`src/rtl/serial_pkg.sv`:
```
// Shared definitions for the serial link receive end: word-size defaults and FSM encoding.
package serial_pkg;
  localparam int         BITS_DEF      = 8;
  localparam logic [7:0] IDLE_FILL_DEF = 8'hFF;

  typedef enum logic {ST_IDLE = 1'b0, ST_ACTIVE = 1'b1} state_t;
endpackage

```
`src/rtl/sync_edge_detect.sv`:
```
// Synchronizer chain for one asynchronous pin, with registered rise/fall pulses.
// FILTER=1 adds a 2-sample agreement filter on the synchronized value (+1 clk latency,
// single-clk pulses never reach the edge compare).
module sync_edge_detect #(
  parameter int SYNC_STAGES = 2,
  parameter bit RST_VAL     = 1'b0,
  parameter bit FILTER      = 1'b0
) (
  input  logic clk,
  input  logic reset,
  input  logic din,
  output logic rise,
  output logic fall
);
  logic [SYNC_STAGES-1:0] sync_q;
  logic                   cur, prev_q;

  // metastability chain, idles at the pin's inactive level
  always_ff @(posedge clk or posedge reset) begin
    if (reset) sync_q <= {SYNC_STAGES{RST_VAL}};
    else       sync_q <= {sync_q[SYNC_STAGES-2:0], din};
  end

  generate
    if (FILTER) begin : g_filt
      logic filt_q;
      // follow the synced value only once the last two chain stages agree
      always_ff @(posedge clk or posedge reset) begin
        if (reset) filt_q <= RST_VAL;
        else if (sync_q[SYNC_STAGES-1] == sync_q[SYNC_STAGES-2]) filt_q <= sync_q[SYNC_STAGES-1];
      end
      assign cur = filt_q;
    end else begin : g_raw
      assign cur = sync_q[SYNC_STAGES-1];
    end
  endgenerate

  // registered edge compare against the previous sample
  always_ff @(posedge clk or posedge reset) begin
    if (reset) begin
      prev_q <= RST_VAL;
      rise   <= 1'b0;
      fall   <= 1'b0;
    end else begin
      prev_q <= cur;
      rise   <= cur & ~prev_q;
      fall   <= ~cur & prev_q;
    end
  end
endmodule

```
`src/rtl/serial_shift_responder.sv`:
```
// Serial link receive end (mode 0, MSB first): synchronizes sclk/cs_n/mosi into clk,
// shifts in BITS-bit words on sclk rise and shifts a buffered response out on sclk fall.
// Build option: define SCLK_FILTER_EN to put a 2-sample glitch filter on synchronized sclk.
module serial_shift_responder
  import serial_pkg::*;
#(
  parameter int              SYNC_STAGES = 2,
  parameter int              BITS        = BITS_DEF,
  parameter logic [BITS-1:0] IDLE_FILL   = BITS'(IDLE_FILL_DEF)
) (
  input  logic            clk,
  input  logic            reset,
  input  logic            sclk_in,
  input  logic            cs_n,
  input  logic            mosi,
  output logic            miso,
  input  logic [BITS-1:0] tx_data,
  input  logic            tx_load,
  output logic            tx_ready,
  output logic [BITS-1:0] rx_data,
  output logic            rx_valid,
  output logic            sclk_pos_edge,
  output logic            sclk_neg_edge
);
  localparam int CW = $clog2(BITS);

`ifdef SCLK_FILTER_EN
  localparam bit SCLK_FILT = 1'b1;
`else
  localparam bit SCLK_FILT = 1'b0;
`endif

  state_t                 state_q, state_d;
  logic                   sclk_rise, sclk_fall, cs_rise, cs_fall;
  logic [SYNC_STAGES-1:0] mosi_q;
  logic                   mosi_s;
  logic [BITS-1:0]        rx_shift, tx_shift, txbuf, tx_next;
  logic                   txfull, reload_pend, consume;
  logic [CW-1:0]          bit_cnt;

  sync_edge_detect #(.SYNC_STAGES(SYNC_STAGES), .RST_VAL(1'b0), .FILTER(SCLK_FILT)) u_sclk (
    .clk(clk), .reset(reset), .din(sclk_in), .rise(sclk_rise), .fall(sclk_fall));

  sync_edge_detect #(.SYNC_STAGES(SYNC_STAGES), .RST_VAL(1'b1), .FILTER(1'b0)) u_cs (
    .clk(clk), .reset(reset), .din(cs_n), .rise(cs_rise), .fall(cs_fall));

  // mosi gets the same chain length so data is settled when the sclk edge arrives
  always_ff @(posedge clk or posedge reset) begin
    if (reset) mosi_q <= '0;
    else       mosi_q <= {mosi_q[SYNC_STAGES-2:0], mosi};
  end
  assign mosi_s  = mosi_q[SYNC_STAGES-1];

  // word handed to the shifter when the buffer is consumed: buffered word or idle fill
  assign tx_next = txfull ? txbuf : IDLE_FILL;

  // state register
  always_ff @(posedge clk or posedge reset) begin
    if (reset) state_q <= ST_IDLE;
    else       state_q <= state_d;
  end

  // next state and buffer-consume strobe; cs_n release beats a same-cycle sclk edge
  always_comb begin
    state_d = state_q;
    consume = 1'b0;
    case (state_q)
      ST_IDLE: if (cs_fall) begin
        state_d = ST_ACTIVE;
        consume = 1'b1;
      end
      ST_ACTIVE: begin
        if (cs_rise)                         state_d = ST_IDLE;
        else if (sclk_fall && reload_pend)   consume = 1'b1;
      end
    endcase
  end

  // tx buffer: a load is accepted only when empty, even in the cycle it is being consumed
  always_ff @(posedge clk or posedge reset) begin
    if (reset) begin
      txfull <= 1'b0;
      txbuf  <= '0;
    end else begin
      if (consume) txfull <= 1'b0;
      if (tx_load && !txfull) begin
        txbuf  <= tx_data;
        txfull <= 1'b1;
      end
    end
  end

  // shift datapath: sample on rise, present next bit on fall, reload after a full word
  always_ff @(posedge clk or posedge reset) begin
    if (reset) begin
      rx_shift    <= '0;
      rx_data     <= '0;
      rx_valid    <= 1'b0;
      tx_shift    <= IDLE_FILL;
      bit_cnt     <= '0;
      reload_pend <= 1'b0;
    end else begin
      rx_valid <= 1'b0;
      if (state_q == ST_IDLE) begin
        bit_cnt     <= '0;
        reload_pend <= 1'b0;
        if (consume) tx_shift <= tx_next;
      end else if (cs_rise) begin
        bit_cnt     <= '0;
        reload_pend <= 1'b0;
      end else if (sclk_rise) begin
        rx_shift <= {rx_shift[BITS-2:0], mosi_s};
        if (bit_cnt == CW'(BITS-1)) begin
          rx_data     <= {rx_shift[BITS-2:0], mosi_s};
          rx_valid    <= 1'b1;
          bit_cnt     <= '0;
          reload_pend <= 1'b1;
        end else begin
          bit_cnt <= bit_cnt + CW'(1);
        end
      end else if (sclk_fall) begin
        if (reload_pend) begin
          tx_shift    <= tx_next;
          reload_pend <= 1'b0;
        end else begin
          tx_shift <= {tx_shift[BITS-2:0], 1'b0};
        end
      end
    end
  end

  assign miso          = (state_q == ST_ACTIVE) ? tx_shift[BITS-1] : 1'b1;
  assign tx_ready      = ~txfull;
  assign sclk_pos_edge = sclk_rise & (state_q == ST_ACTIVE);
  assign sclk_neg_edge = sclk_fall & (state_q == ST_ACTIVE);
endmodule
```
`config.mk`:
```
export PLATFORM = sky130hd
export DESIGN_NAME = serial_shift_responder
export DESIGN_NICKNAME = d
export VERILOG_FILES = /design/src/rtl/serial_pkg.sv /design/src/rtl/sync_edge_detect.sv /design/src/rtl/serial_shift_responder.sv
export SDC_FILE = /design/constraint.sdc
export NUM_CORES = 1
export LEC_CHECK = 0
export CORE_MARGIN = 1.5
export CORE_UTILIZATION = 60
export CTS_CLUSTER_SIZE = 14
export DETAILED_ROUTE_END_ITERATION = 6
export DONT_BUFFER_PORTS = 1
export GPL_ROUTABILITY_DRIVEN = 0
export GPL_TIMING_DRIVEN = 0
export PLACE_DENSITY_LB_ADDON = 0.08
export SYNTH_ARGS = -nofsm -noshare
export SYNTH_HDL_FRONTEND = slang
export SYNTH_HIERARCHICAL = 1
export SYNTH_SLANG_ARGS = --single-unit
```
`constraint.sdc`:
```
create_clock -name clk -period 3.4 [get_ports clk]
set_input_delay 0.51 -clock clk [delete_from_list [all_inputs] [get_ports clk]]
set_output_delay 0.51 -clock clk [all_outputs]
set_load 0.1 [all_outputs]
```
==> results of run 1 <==
[kinds of logic (layout without fill, tap and decap cells)]
group / count (synthesis) / after routing
DFF: 50 / 50
adders and majority gates: 2 / 2
and+or+nand+nor: 29 / 29
AOI/OAI and AO/OA: 6 / 6
buffers and inverters: 11 / 20
muxes: 40 / 40
[stage by stage]
step	hold slack [ps]	total power, mW
after floorplan	286	1.24
after global placement	298	1.29
after detailed placement	308	1.32
after CTS	121	1.65
after global routing	100	1.72
final	141	1.63
[state kept, by name (all words and copies together) (netlist names), 2 cells and up]
register and flops:
rx_data 8, mosi_q 2, bit_cnt 3, rx_shift 7
txbuf 8, u_cs/sync_q 2, u_sclk/sync_q 2, tx_shift 8
[power by group through the flow]
stage / combinational, mW / clock (mW) / sequential [mW]
2_1_floorplan: 0.398 / 0 / 0.842
3_5_place_dp: 0.439 / 0 / 0.879
4_1_cts: 0.443 / 0.337 / 0.866
6_report: 0.437 / 0.325 / 0.864
5_1_grt: 0.473 / 0.358 / 0.888
3_3_place_gp: 0.422 / 0 / 0.870
[worst max path at each step]
stage               slack, ps         from            end  cells after the start
detailed placement       1570  u_sclk/rise  sclk_pos_edge                      2
finish                   1170  u_sclk/rise  sclk_pos_edge                      2
CTS                      1150  u_sclk/rise  sclk_pos_edge                      2
global placement         1600  u_sclk/rise  sclk_pos_edge                      2
floorplan                1640  u_sclk/rise  sclk_pos_edge                      2
global route             1110  u_sclk/rise  sclk_pos_edge                      2
[cells in the final DEF, fill, tap and decap left out, drive strengths merged]
master / synthesis / final
a21oi: 2 / 2
a31o: 1 / 1
and2: 2 / 2
and2b: 3 / 3
buf: 4 / 4
bufinv: 0 / 1
clkbuf: 0 / 7
dfrtp: 39 / 39
dfstp: 11 / 11
dlygate4sd3: 0 / 1
ha: 2 / 2
inv: 7 / 7
mux2: 37 / 37
mux2i: 3 / 3
nand2: 3 / 3
nand2b: 6 / 6
nand3: 2 / 2
nand3b: 1 / 1
nor2: 3 / 3
nor2b: 3 / 3
o21ai: 2 / 2
o31a: 1 / 1
or2b: 6 / 6
[area by class of cell]
type	count	area [um^2]	share of cell area [%]
buffer	4	32.5	1.49
clock buffer	7	45.0	2.06
clock inverter	1	30.0	1.37
inverter	7	26.3	1.20
multi-input combinational	77	722	33.0
sequential	50	1260	57.8
tap	46	57.6	2.63
timing repair buffer	1	10.0	0.457
[timing repair]
action,4_1_cts,5_1_grt
buffers inserted,0,0
hold buffers,1,0
hold endpoints to repair,7,0
[cell usage after synthesis]
cell type,count
mux2_2,30
nand2b_2,1
nor2_1,3
and2_1,2
buf_2,2
nand2_1,3
and2b_2,2
dfstp_2,11
buf_6,2
nand3_2,1
nor2b_1,3
nand2b_1,5
inv_1,7
ha_1,2
a21oi_1,2
and2b_1,1
nand3_1,1
a31o_2,1
mux2_4,7
dfrtp_1,39
or2b_1,6
o31a_1,1
o21ai_0,2
mux2i_1,3
nand3b_1,1
[metal layers]
layer / track usage, % / up-vias
li1: - / 482
met1: 21.6 / 515
met2: 29.8 / 17
met3: 5.88 / 7
met4: 7.29 / 0
met5: 0 / -
==> out/qor.yml, run 1 <==
outcome:
  status: "complete, no violations"
timing:
  clock_skew_ps: 8.97
  finalSetupViolations: 0
  finalWorstSetupSlack_ps: 1170
  worstMarginPinSlew_ps: 974
  setup_tns_ps: 0
  finalCriticalPeriod_ps: 2230
  fin_crit_sh_pct: 65.6
  relSlewSlack_pct: 35.5
  rsz0062_at_grt: "no"
  fmax_ghz: 0.449
  slew_viol_final: 0
  hold_viol: 0
detailed_routing:
  met3_wirelength_um: 121
  drt-initial-drc-count: 23
  drtAntennaViolNets: 0
  met1Wirelength_um: 1210
  highest_layer: "met4"
  wirelength_um: 2850
  via_per_inst: 5.29
  wl_met2_um: 1470
  drc: 0
  wl_per_cell_um: 14.8
  route.vias.total: 1021
  dr.pass1.iters: 4
placed_design:
  place_area_um2: 2100
  io_buffer_count: 0
  place_ws_ps: 1570
  dpl.hpwl_um: 2030
  dp_cells: 184
floorplan:
  coreArea_um2: 3310
  dieArea_um2: 3770
  start_util_pct: 61.8
  core.rowCount: 21
  io_pins: 27
  fp.dieW_um: 61.4
  chipHeight_um: 61.4
pwr:
  p_clk_share_pct: 20.0
  p_sw_mw: 0.462
  switching_share_pct: 28.4
  power.density_nw_per_um2: 743
  p_int_mw: 1.16
  pwr-share-seq_pct: 53.1
  combPwrFrac_pct: 26.9
  p_leak_nw: 1.04
  peakVddDrop_uv: 388
finish:
  area_delta_synth_final_pct: 6.97
  diodes: 0
  layout-drive-gt1-share_pct: 43.5
  final_area_um2: 2190
  instances_no_fill: 193
  finish.utilization_pct: 66.1
  fill_cells: 266
  nNetsFinal: 162
worst_setup_path:
  r2r_cells: 3
  r2r_start: "txfull"
  max_stage_delay_ps: 810
  rrSetupSlack_ps: 1810
  r2r_end: "tx_shift[0]"
  worstSetupStartpointType: "flop"
  critical_path_class: "flop to output pin"
  worstPathRequired_ps: 2890
  crit_slowest_cell: "and2_1"
  worst_ep_arrival_time_ps: 1720
  cp_top_family: "simple AND/OR/NAND/NOR gates"
  cp_num_buf_inv: 1
  cp-end-kind: "output pin"
  crit_fanout: 10
  crit_chain: "buf_2, and2_1"
global_routing:
  grt_pass1_wl_um: 4750
  grt.total_usage_pct: 17.9
  grt_overflow: 0
  grt_pass1_vias: 1044
  antenna_found_initial: 0
  grt_max_degree: 41
yosys:
  ys_seq_area_share_pct: 61.8
  ys_warn_count: 6
  syn_nets: 154
  synth_compound_area_share_pct: 1.83
  syn_area_um2: 2050
  yosys-top-cells-area: "dfrtp_1, mux2_2, dfstp_2"
  yosysUniqueCellTypes: 25
  synth_xor_area_share_pct: 0
  syn_inst: 138
  yosys_register_bits: 50
  postSynthAreaPerCell_um2: 14.8
  synth_top_family_by_area: "multiplexers"
  muxShareOfSynthArea_pct: 23.1
  synth_top_area_share_pct: 47.7
  synth_simple_gate_area_share_pct: 9.11
  synthAdderAreaFrac_pct: 1.22
  yosys.area.top_type: "dfrtp_1"
min_path:
  hold_path_class: "primary input to flop"
  hold-path-cell-count: 0
  min_from: "cs_n"
  min_to: "u_cs/sync_q[0]"
clocking:
  cts_buffers: 5
  cts_root_buffer: "clkbuf_4"
  tritoncts: "done"
  numClockSinks: 50
  clk_path_buf_depth: 2
  htreeDepth: 2
  ctsResizeCount: 0
  clock_latency_ps: 350
  clk_pin_slew_ps: 130
job:
  drv_cap: 0
No activity file was read; power rests on OpenSTA's default activity.
==> run 2, diff against run 1 <==
- ABC_AREA: default -> 1
- CORE_UTILIZATION: 60 -> 55
- clock period: 3.4 -> 1.8 ns (I/O delays scaled with it)
==> run 2 against run 1 <==
Via count up 37%. Wire length rose by 20%. Hold slack worse by 150 ps. Die area grew 12%. Clock skew shrank 2.1 ps. The flow now finishes with violations (negative hold slack). Utilization decreased by 2.5 points. Sequential power increased by 79%. Total power increased by 95%. Final cell count is 49% higher. Critical path type unchanged. Sequential share of layout area shrank 3.5 points. Clock-buffer cell count down 2. Critical path depth up 1.
==> out/qor.yml, run 2 <==
timing:
  finalCriticalPeriod_ps: 1700
  slew_viol_final: 0  # unchanged
  fmax_ghz: 0.589
  worstMarginPinSlew_ps: 922  # was 974 ps
  fin_crit_sh_pct: 94.3
  rsz0062_at_grt: "no"  # unchanged
  hold_viol: 15  # was 0
  hold_slack_ps: -7.85  # was 141 ps
  relSlewSlack_pct: 38.5  # was 35.5%
  clock_skew_ps: 6.84  # was 8.97 ps
  finalSetupViolations: 0  # unchanged
finish:
  finish.utilization_pct: 63.6  # was 66.1%
  final_cell_mix: "nand2_1, dfrtp_1, inv_1, nor2_1, dfstp_2"  # was dfrtp_1, mux2_2, dfstp_2, mux2_4
  final_area_um2: 2330  # was 2190 um^2
  layout-drive-gt1-share_pct: 19.7  # was 43.5%
  area_delta_synth_final_pct: 10.7  # was 6.97%
  final_common_cell: "nand2_1"  # was dfrtp_1
  nNetsFinal: 254  # was 162
  instances_no_fill: 287  # was 193
  reg_top3: "rx_data: 8 flops, tx_shift: 8 flops, txbuf: 8 flops"  # unchanged
  diodes: 0  # unchanged
pwr:
  combPwrFrac_pct: 27.0  # was 26.9%
  p_sw_mw: 1.06  # was 0.462 mW
  power.density_nw_per_um2: 1360  # was 743 nW/um^2
  p_int_mw: 2.10  # was 1.16 mW
  pwr-share-seq_pct: 49.0  # was 53.1%
  p_leak_nw: 1.21  # was 1.04 nW
  peakVddDrop_uv: 866  # was 388 uV
  switching_share_pct: 33.5  # was 28.4%
  p_clk_share_pct: 24.0  # was 20.0%
global_routing:
  grt_max_degree: 41  # unchanged
  grt_pass1_wl_um: 6010  # was 4750 um
  antenna_found_initial: 0  # unchanged
  grt_pass1_vias: 1437  # was 1,044
  grt.total_usage_pct: 18.9  # was 17.9%
  grt_overflow: 0  # unchanged
placed_design:
  dpl.hpwl_um: 2500  # was 2030 um
  dp_cells: 275  # was 184
  place_area_um2: 2160  # was 2100 um^2
  io_buffer_count: 0  # unchanged
yosys:
  syn_area_um2: 2100  # was 2050 um^2
  syn_nets: 243  # was 154
  synth_edf_count: 0  # unchanged
  synthArstFlopShare_pct: 100  # unchanged
  yosys-top-cells-area: "dfrtp_1, nand2_1, dfstp_2"  # was dfrtp_1, mux2_2, dfstp_2
  postSynthAreaPerCell_um2: 9.27  # was 14.8 um^2
  synth_top_area_share_pct: 46.4  # was 47.7%
  yosys.area.top_type: "dfrtp_1"  # unchanged
  synth_top_flop_cell: "dfrtp_1"  # unchanged
  yosysUniqueCellTypes: 23  # was 25
  synthMostInstantiatedCell: "nand2_1"  # was dfrtp_1
  ys_warn_count: 6  # unchanged
  synthTopCellsByCount: "nand2_1, dfrtp_1, inv_1"  # was dfrtp_1, mux2_2, dfstp_2
  syn_inst: 227  # was 138
  yosys_register_bits: 50  # unchanged
  ys_seq_area_share_pct: 60.1  # was 61.8%
worst_setup_path:
  worstPathRequired_ps: 1530  # was 2890 ps
  r2r_cells: 5  # was 3
  max_stage_delay_ps: 460  # was 810 ps
  cp-end-kind: "output pin"  # unchanged
  crit_fanout: 10  # unchanged
  crit_slowest_cell: "dfrtp_2"  # was and2_1
  critical_path_class: "flop to output pin"  # unchanged
  crit_chain: "buf_6, nand2_2, clkinvlp_4"  # was buf_2, and2_1
  worstSetupStartpointType: "flop"  # unchanged
  worst_ep_arrival_time_ps: 1430  # was 1720 ps
floorplan:
  chipHeight_um: 64.9  # was 61.4 um
  core.rowCount: 22  # was 21
  coreArea_um2: 3660  # was 3310 um^2
  fp.dieW_um: 64.9  # was 61.4 um
  io_pins: 27  # unchanged
  dieArea_um2: 4210  # was 3770 um^2
  start_util_pct: 57.5  # was 61.8%
clocking:
  clk_pin_slew_ps: 80  # was 130 ps
  numClockSinks: 50  # unchanged
  tritoncts: "done"  # unchanged
  clk_path_buf_depth: 2  # unchanged
  cts_buffers: 5  # unchanged
  clock_latency_ps: 300  # was 350 ps
  cts_root_buffer: "clkbuf_8"  # was clkbuf_4
  htreeDepth: 2  # unchanged
  postCtsSetupBuffers: 0  # unchanged
outcome:
  violations: "negative hold slack"
  status: "finished, violations left"  # was complete, no violations
detailed_routing:
  drtAntennaViolNets: 0  # unchanged
  drt-initial-drc-count: 88  # was 23
  wirelength_um: 3420  # was 2850 um
  route.vias.total: 1396  # was 1,021
  met1Wirelength_um: 1470  # was 1210 um
  via_per_inst: 4.86  # was 5.29
  dr.pass1.iters: 4  # unchanged
  wl_per_cell_um: 11.9  # was 14.8 um
  met3_wirelength_um: 118  # was 121 um
  highest_layer: "met4"  # unchanged
  drc: 0  # unchanged
  wl_met2_um: 1750  # was 1470 um
job:
  drv_cap: 0  # unchanged
min_path:
  hold_path_class: "primary input to async pin"  # was primary input to flop
## run 2: area by class of cell
cell class | instances | area [um^2]
inverter | 32 | 130
sequential | 50 | 1270
timing repair buffer | 4 | 40.0
buffer | 5 | 46.3
tap | 48 | 60.1
multi-input combinational | 140 | 678
clock buffer | 5 | 68.8
clock inverter | 3 | 40.0
fill | 306 | 1330
## run 2: logic make-up after synthesis
| family | share of synthesized area [%] |
|---|---|
| AO/OA/AOI/OAI | 8.50 |
| AND/OR/NAND/NOR | 22.2 |
| flip-flops | 60.1 |
| adder cells (fa/ha/maj) | 1.19 |
| buffers and inverters | 8.03 |
## run 2: stage by stage
stage	setup slack, ps	hold WS, ps	TNS, ps	power, mW
after global placement	-59.0	56.3	-146	2.37
after floorplan	17.4	46.3	0	2.25
after global routing	24.0	62.4	0	3.38
final	102	-7.85	0	3.16
after detailed placement	-97.3	67.5	-545	2.40
after CTS	12.1	17.1	0	3.19
## run 2: critical path, delay by kind of cell (launching register included)
kind          cells  cell delay (ps)
simple gates      1               90
buf+inv           2              580
flops             1              460
## run 2: power groups by stage
stage | Sequential, mW | Clock (mW) | Combinational (mW)
final | 1.55 | 0.759 | 0.854
after global routing | 1.58 | 0.827 | 0.971
after CTS | 1.55 | 0.785 | 0.855
after detailed placement | 1.57 | 0 | 0.831
after global placement | 1.56 | 0 | 0.803
after floorplan | 1.54 | 0 | 0.710
## run 2: worst paths after layout
| kind | from | endpoint | slack, ps |
|---|---|---|---|
| max in group asynchronous | reset | u_cs/sync_q[1] | 1240 |
| worst max-delay path | state_q | sclk_neg_edge | 100 |
| min in group clk | tx_data[0] | txbuf[0] | 120 |
| worst max register to register | txfull | txfull | 120 |
| worst min register to register | u_sclk/sync_q[0] | u_sclk/sync_q[1] | 360 |
| worst min-delay path | reset | txbuf[0] | -8 |
## run 2: routing by layer
metal	global-route usage, %	vias up
met2	33.5	24
li1	-	710
met1	21.0	655
met3	3.82	7
met5	0	-
met4	10.9	0
## run 2: timing repair
item                                    in CTS  in global routing
hold endpoints to repair                    13                  0
resized for setup                            2                  3
endpoints found under the setup margin      10                  4
hold buffers                                 4                  0
